==> src/rtl/controle_multiciclo_pkg.sv <==
// Shared definitions for the multi-cycle main control unit.
// Holds the RV32 opcode and funct constants, the ALUOp and datapath mux
// encodings, the FSM state enum and the instruction class enum produced
// by the legality decoder.
package controle_multiciclo_pkg;

    localparam logic [6:0] OP_R      = 7'b0110011;
    localparam logic [6:0] OP_I_ALU  = 7'b0010011;
    localparam logic [6:0] OP_LOAD   = 7'b0000011;
    localparam logic [6:0] OP_STORE  = 7'b0100011;
    localparam logic [6:0] OP_BRANCH = 7'b1100011;

    localparam logic [2:0] F3_ADDSUB = 3'b000;
    localparam logic [2:0] F3_WORD   = 3'b010;
    localparam logic [2:0] F3_SR     = 3'b101;
    localparam logic [2:0] F3_OR     = 3'b110;
    localparam logic [2:0] F3_AND    = 3'b111;
    localparam logic [2:0] F3_BEQ    = 3'b000;

    localparam logic [6:0] F7_ZERO = 7'b0000000;
    localparam logic [6:0] F7_ALT  = 7'b0100000;

    localparam logic [1:0] ALUOP_ADD   = 2'b00;
    localparam logic [1:0] ALUOP_SUB   = 2'b01;
    localparam logic [1:0] ALUOP_RTYPE = 2'b10;
    localparam logic [1:0] ALUOP_AND   = 2'b11;

    localparam logic [1:0] SRCA_PC    = 2'b00;
    localparam logic [1:0] SRCA_OLDPC = 2'b01;
    localparam logic [1:0] SRCA_RS1   = 2'b10;

    localparam logic [1:0] SRCB_RS2  = 2'b00;
    localparam logic [1:0] SRCB_IMM  = 2'b01;
    localparam logic [1:0] SRCB_FOUR = 2'b10;

    localparam logic [1:0] RES_ALUOUT    = 2'b00;
    localparam logic [1:0] RES_MEMDATA   = 2'b01;
    localparam logic [1:0] RES_ALURESULT = 2'b10;

    typedef enum logic [3:0] {
        S_FETCH    = 4'd0,
        S_DECODE   = 4'd1,
        S_MEMADR   = 4'd2,
        S_MEMREAD  = 4'd3,
        S_MEMWB    = 4'd4,
        S_MEMWRITE = 4'd5,
        S_EXECR    = 4'd6,
        S_EXECI    = 4'd7,
        S_ALUWB    = 4'd8,
        S_BEQ      = 4'd9,
        S_TRAP     = 4'd10
    } state_t;

    typedef enum logic [2:0] {
        CL_LOAD   = 3'd0,
        CL_STORE  = 3'd1,
        CL_RTYPE  = 3'd2,
        CL_IALU   = 3'd3,
        CL_BRANCH = 3'd4,
        CL_NONE   = 3'd5
    } instr_class_t;

endpackage

==> src/rtl/controle_multiciclo_decodificador_legalidade.sv <==
// Combinational legality decoder.
// Maps the IR fields to an instruction class and a legal flag; shared by
// the DECODE and MEMADR states of the control FSM.
// Ports:
//   opcode_i, funct3_i, funct7_i : instruction fields from IR
//   instr_class_o                : class of a supported instruction
//   legal_o                      : 1 when the encoding is supported
module decodificador_legalidade
    import controle_multiciclo_pkg::*;
(
    input  logic [6:0]   opcode_i,
    input  logic [2:0]   funct3_i,
    input  logic [6:0]   funct7_i,
    output instr_class_t instr_class_o,
    output logic         legal_o
);

    // Anything not matched below stays illegal with class CL_NONE.
    // andi ignores funct7 because those bits belong to the immediate.
    always_comb begin
        instr_class_o = CL_NONE;
        legal_o       = 1'b0;
        case (opcode_i)
            OP_LOAD: begin
                if (funct3_i == F3_WORD) begin
                    instr_class_o = CL_LOAD;
                    legal_o       = 1'b1;
                end
            end
            OP_STORE: begin
                if (funct3_i == F3_WORD) begin
                    instr_class_o = CL_STORE;
                    legal_o       = 1'b1;
                end
            end
            OP_R: begin
                if (((funct3_i == F3_ADDSUB) && ((funct7_i == F7_ZERO) || (funct7_i == F7_ALT))) ||
                    (((funct3_i == F3_OR) || (funct3_i == F3_SR)) && (funct7_i == F7_ZERO))) begin
                    instr_class_o = CL_RTYPE;
                    legal_o       = 1'b1;
                end
            end
            OP_I_ALU: begin
                if (funct3_i == F3_AND) begin
                    instr_class_o = CL_IALU;
                    legal_o       = 1'b1;
                end
            end
            OP_BRANCH: begin
                if (funct3_i == F3_BEQ) begin
                    instr_class_o = CL_BRANCH;
                    legal_o       = 1'b1;
                end
            end
            default: begin
                instr_class_o = CL_NONE;
                legal_o       = 1'b0;
            end
        endcase
    end

endmodule

==> src/rtl/controle_multiciclo.sv <==
// Multi-cycle main control FSM for the RV32 subset core.
// Sequences the shared ALU, memory port, IR, PC and register file; stalls
// on mem_ready, traps illegal encodings and counts retired instructions.
// Ports:
//   clk, reset              : clock and async active-high reset
//   opcode, funct3, funct7  : IR fields
//   zero, mem_ready         : ALU zero flag, memory completion
//   pc_write .. result_src  : datapath enables and mux selects
//   illegal_instr           : sticky trap flag
//   instr_retired           : retired-instruction counter
//   state_out               : current state (debug)
module controle_multiciclo
    import controle_multiciclo_pkg::*;
#(
    parameter int CNT_W = 32
) (
    input  logic             clk,
    input  logic             reset,
    input  logic [6:0]       opcode,
    input  logic [2:0]       funct3,
    input  logic [6:0]       funct7,
    input  logic             zero,
    input  logic             mem_ready,
    output logic             pc_write,
    output logic             adr_src,
    output logic             mem_read,
    output logic             mem_write,
    output logic             ir_write,
    output logic             reg_write,
    output logic [1:0]       alu_src_a,
    output logic [1:0]       alu_src_b,
    output logic [1:0]       alu_op,
    output logic [1:0]       result_src,
    output logic             illegal_instr,
    output logic [CNT_W-1:0] instr_retired,
    output logic [3:0]       state_out
);

    state_t           state_q, state_d;
    logic             illegal_q, illegal_d;
    logic [CNT_W-1:0] retired_q, retired_d;
    logic             retire;
    logic             in_trap;
    instr_class_t     instr_class;
    logic             legal;

    decodificador_legalidade u_decod (
        .opcode_i      (opcode),
        .funct3_i      (funct3),
        .funct7_i      (funct7),
        .instr_class_o (instr_class),
        .legal_o       (legal)
    );

    // State, trap flag and retire counter; reset aborts any instruction
    // in flight without counting it.
    always_ff @(posedge clk or posedge reset) begin
        if (reset) begin
            state_q   <= S_FETCH;
            illegal_q <= 1'b0;
            retired_q <= '0;
        end else begin
            state_q   <= state_d;
            illegal_q <= illegal_d;
            retired_q <= retired_d;
        end
    end

    // Next state and Moore-style output decode; only pc_write and ir_write
    // look at mem_ready/zero. Encodings 11-15 behave exactly like TRAP.
    always_comb begin
        state_d    = state_q;
        pc_write   = 1'b0;
        adr_src    = 1'b0;
        mem_read   = 1'b0;
        mem_write  = 1'b0;
        ir_write   = 1'b0;
        reg_write  = 1'b0;
        alu_src_a  = SRCA_PC;
        alu_src_b  = SRCB_RS2;
        alu_op     = ALUOP_ADD;
        result_src = RES_ALUOUT;
        retire     = 1'b0;
        in_trap    = 1'b0;
        case (state_q)
            S_FETCH: begin
                mem_read   = 1'b1;
                alu_src_b  = SRCB_FOUR;
                result_src = RES_ALURESULT;
                ir_write   = mem_ready;
                pc_write   = mem_ready;
                if (mem_ready) state_d = S_DECODE;
            end
            S_DECODE: begin
                alu_src_a = SRCA_OLDPC;
                alu_src_b = SRCB_IMM;
                if (!legal) begin
                    state_d = S_TRAP;
                end else begin
                    case (instr_class)
                        CL_LOAD, CL_STORE: state_d = S_MEMADR;
                        CL_RTYPE:          state_d = S_EXECR;
                        CL_IALU:           state_d = S_EXECI;
                        CL_BRANCH:         state_d = S_BEQ;
                        default:           state_d = S_TRAP;
                    endcase
                end
            end
            S_MEMADR: begin
                alu_src_a = SRCA_RS1;
                alu_src_b = SRCB_IMM;
                if (legal && (instr_class == CL_LOAD))       state_d = S_MEMREAD;
                else if (legal && (instr_class == CL_STORE)) state_d = S_MEMWRITE;
                else                                         state_d = S_TRAP;
            end
            S_MEMREAD: begin
                adr_src  = 1'b1;
                mem_read = 1'b1;
                if (mem_ready) state_d = S_MEMWB;
            end
            S_MEMWB: begin
                result_src = RES_MEMDATA;
                reg_write  = 1'b1;
                retire     = 1'b1;
                state_d    = S_FETCH;
            end
            S_MEMWRITE: begin
                adr_src   = 1'b1;
                mem_write = 1'b1;
                if (mem_ready) begin
                    retire  = 1'b1;
                    state_d = S_FETCH;
                end
            end
            S_EXECR: begin
                alu_src_a = SRCA_RS1;
                alu_src_b = SRCB_RS2;
                alu_op    = ALUOP_RTYPE;
                state_d   = S_ALUWB;
            end
            S_EXECI: begin
                alu_src_a = SRCA_RS1;
                alu_src_b = SRCB_IMM;
                alu_op    = ALUOP_AND;
                state_d   = S_ALUWB;
            end
            S_ALUWB: begin
                result_src = RES_ALUOUT;
                reg_write  = 1'b1;
                retire     = 1'b1;
                state_d    = S_FETCH;
            end
            S_BEQ: begin
                alu_src_a  = SRCA_RS1;
                alu_src_b  = SRCB_RS2;
                alu_op     = ALUOP_SUB;
                result_src = RES_ALUOUT;
                pc_write   = zero;
                retire     = 1'b1;
                state_d    = S_FETCH;
            end
            S_TRAP: begin
                in_trap = 1'b1;
                state_d = S_TRAP;
            end
            default: begin
                in_trap = 1'b1;
                state_d = S_TRAP;
            end
        endcase
    end

    // The trap flag rises on the first edge spent in TRAP and is sticky.
    assign illegal_d = illegal_q | in_trap;
    assign retired_d = retired_q + {{(CNT_W-1){1'b0}}, retire};

    assign illegal_instr = illegal_q;
    assign instr_retired = retired_q;
    assign state_out     = state_q;

endmodule

==> config.mk <==
export PLATFORM = sky130hd
export DESIGN_NAME = controle_multiciclo
export DESIGN_NICKNAME = d
export VERILOG_FILES = /design/src/rtl/controle_multiciclo_pkg.sv /design/src/rtl/controle_multiciclo_decodificador_legalidade.sv /design/src/rtl/controle_multiciclo.sv
export SDC_FILE = /design/constraint.sdc
export NUM_CORES = 1
export LEC_CHECK = 0
export CORE_ASPECT_RATIO = 2
export CORE_UTILIZATION = 41
export CTS_CLUSTER_SIZE = 28
export DETAILED_ROUTE_END_ITERATION = 10
export GPL_TIMING_DRIVEN = 0
export PLACE_DENSITY = 0.77
export SYNTH_ARGS = -nofsm -noshare
export SYNTH_HDL_FRONTEND = slang
export SYNTH_SLANG_ARGS = --single-unit
==> constraint.sdc <==
create_clock -name clk -period 2.5 [get_ports clk]
set_input_delay 0.5 -clock clk [delete_from_list [all_inputs] [get_ports clk]]
set_output_delay 0.5 -clock clk [all_outputs]
set_load 0.01 [all_outputs]
==> flow_summary_export.csv <==
group,metric,value,unit
run_status,status,"complete, no violations",
logic_synthesis,ys_seq_area_share,45.0,%
floorplanning,die-area,0.00533,mm^2
critical_path,cp_cell_sequence,"nand2b_4, a21oi_2, a21oi_2, nor2_2, ha_2, and4_4, nand4_1, buf_6, nor4_4, buf_4, nand4_1, xnor2_1",
logic_synthesis,ys_ff_latch,37,
power,p_switching,0.866,mW
power,finalPower,2.44,mW
placement,dpl_cell_area,0.00286,mm^2
critical_path,worst-path-buf-inv,2,
sta,fin_ws,0.0833,ns
critical_path,critPathRequiredTime,2.68,ns
cells_and_area,multi_input_area,0.00114,mm^2
logic_synthesis,yosys_warnings,0,
logic_synthesis,synth_flop_cell,"dfrtp_1",
clocking,clockBufferDepth,2,
floorplanning,initial_core_util,42.3,%
power,p_int,1.58,mW
critical_path,path_max_fanout,5,
sta,whs,0.468,ns
logic_synthesis,syn_area_per_cell,9.49,um^2
cells_and_area,syn_to_final_growth,54.9,%
clocking,cts_buffers,5,
routing,wl_per_cell,15.2,um
floorplanning,num_io_pins,72,
placement,place_ws,-0.720,ns
power,power.density,765,mW/mm^2
sta,drv_slew,0,
routing,drt_iter0_drc,24,
clocking,htree_levels,2,
placement,io_buffers,71,
power,power_leakage,1.38,nW
clocking,postCtsHoldBufs,0,
logic_synthesis,netlist_instances,217,
clocking,clk_pin_slew,0.08,ns
cells_and_area,fillers,405,
critical_path,critPathSlowestCell,"dfrtp_2",
clocking,clk_latency,0.29,ns
power,clkPwrFrac,18.1,%
sta,worst_pin_slew,0.756,ns
global_routing,grt_pass1_wl,8930,um
power,ir_drop,0.000606,V
critical_path,critPathKind,"reg -> reg",
critical_path,reg2reg_from,"state_out[3]",
cells_and_area,drive_above_1_share,17.6,%
logic_synthesis,synth_area,0.00206,mm^2
floorplanning,rows,36,
hold_path,hold_path_startpoint,"instr_retired[31]",
placement,dp_hpwl,4150,um
floorplanning,core,0.00486,mm^2
global_routing,grt_max_degree,38,
logic_synthesis,synth_edf_count,0,
logic_synthesis,synth_fp_nets,240,
logic_synthesis,ys_types,47,
sta,max_freq,414,MHz
power,switching_share,35.5,%
routing,drt-total-wl,5530,um
power,combPwrFrac,48.9,%
critical_path,critPathTopFamily,"simple AND/OR/NAND/NOR gates",
clocking,clock-sinks,37,
critical_path,cp-start-kind,"flop",
floorplanning,die_h,102,um
sta,slew_headroom,49.5,%
sta,fin_skew,0.00698,ns
critical_path,critPathArrivalTime,2.59,ns
power,p_seq_share,33.1,%
logic_synthesis,async_flop_share,100,%
global_routing,overflow,0,
sta,setup_violations,0,
critical_path,max_stage_delay,0.45,ns
global_routing,grt_pass1_vias,1885,
cells_and_area,nets,328,
routing,vias,1989,
sta,hold_violations,0,
global_routing,grtUsageTotal,22.6,%
cells_and_area,ff_latch_area,931,um^2
critical_path,startpoint,"state_out[3]",
sta,fin_setup_tns,0,ns
critical_path,crit_path_end_kind,"flop",
run,maxCapViolCount,0,
clocking,tritoncts,"done",
floorplanning,die-width,52.1,um
sta,period_share,96.7,%
routing,via_per_inst,5.48,
clocking,root_buffer,"clkbuf_8",
global_routing,antenna_found_initial,0,
cells_and_area,diodes,0,
hold_path,hold_path.class,"reg -> reg",
routing,drc,0,
cells_and_area,finalInstanceArea,0.00319,mm^2
sta,finalCriticalPeriod,2.42,ns
routing,drtAntennaViolNets,0,
routing,first_pass_iters,5,
placement,routabilityCongestion,0.911,
-- cells in the mapped netlist, drive strengths merged, types with 5 or more instances --
| master | number | area [um^2] |
|---|---|---|
| nand2b | 6 | 37.5 |
| dfrtp | 37 | 926 |
| nand4 | 6 | 37.5 |
| nor4 | 5 | 46.3 |
| xnor2 | 22 | 193 |
| nor2 | 19 | 73.8 |
| xor2 | 10 | 87.6 |
| nand2 | 18 | 67.6 |
| a21oi | 5 | 25.0 |
| nand3 | 14 | 70.1 |
| inv | 10 | 37.5 |
| clkbuf | 8 | 30.0 |
| o21ai | 6 | 30.0 |
| nor3 | 10 | 55.1 |
-- logic make-up (layout without fill, tap and decap cells) --
| group | Yosys count | after routing | share of synthesized area [%] |
|---|---|---|---|
| AND/OR/NAND/NOR | 97 | 97 | 26.3 |
| flip-flops | 37 | 37 | 45.0 |
| XOR/XNOR | 32 | 32 | 13.6 |
| AO/OA/AOI/OAI | 29 | 29 | 9.78 |
| buffers and inverters | 19 | 108 | 3.65 |
| adder cells (fa/ha/maj) | 2 | 2 | 1.21 |
| multiplexers | 1 | 1 | 0.486 |
-- power groups by stage --
stage / registers, mW / logic (mW) / clock network, mW
after floorplan: 0.785 / 0.490 / 0
after global placement: 0.767 / 0.967 / 0
after detailed placement: 0.767 / 0.979 / 0
after CTS: 0.787 / 1.11 / 0.447
after global routing: 0.820 / 1.29 / 0.467
final: 0.807 / 1.19 / 0.442
-- area by class of cell --
| type | instances | share of cell area (%) |
|---|---|---|
| sequential | 37 | 29.2 |
| clock inverter | 2 | 0.431 |
| timing repair buffer | 84 | 26.1 |
| tap | 57 | 2.24 |
| clock buffer | 6 | 2.59 |
| buffer | 6 | 2.43 |
| multi-input combinational | 161 | 35.9 |
| inverter | 10 | 1.18 |
-- per-stage QoR --
stage,std cells,utilization [%]
after floorplan,217,-
after detailed placement,345,58.7
after global placement,345,58.7
after global routing,363,65.6
final,363,65.6
after CTS,359,63.3
-- cells in the final DEF (no fill, tap or decap), drive strengths merged, types with 5 or more instances in the layout --
cell,instances
clkdlybuf4s50,67
dfrtp,37
xnor2,22
nor2,19
nand2,18
buf,17
nand3,14
xor2,10
nor3,10
inv,10
clkbuf,8
nand4,6
o21ai,6
nand2b,6
a21oi,5
nor4,5
-- worst paths after layout --
kind                       depth (start not counted)                 to  slack (ns)
setup / recovery                                  12  instr_retired[31]        0.08
hold / removal                                     1  instr_retired[31]        0.47
setup reg to reg                                  12  instr_retired[31]        0.08
hold reg to reg                                    1  instr_retired[31]        0.47
max in group asynchronous                          2       state_out[1]        1.30
min in group asynchronous                          2  instr_retired[14]        0.66
-- state kept, by name, indices dropped and copies added (netlist names) --
register and flops:
instr_retired 32, state_out 4, illegal_instr 1
-- layer usage --
metal	track usage (%)	up-vias	part of all wire, %
met2	44.8	77	60
met3	3.57	14	4.1
met1	21.3	956	33
li1	-	942	-
met5	0	-	0
met4	9.56	0	2.5
-- repair_timing --
| action | in CTS | in global routing |
|---|---|---|
| setup buffers | 9 | 4 |
| pin swaps | 4 | 6 |
| resized for setup | 19 | 24 |
| setup endpoints to repair | 36 | 24 |
| hold endpoints to repair | 0 | 0 |
(Power assumes the default switching activity.)
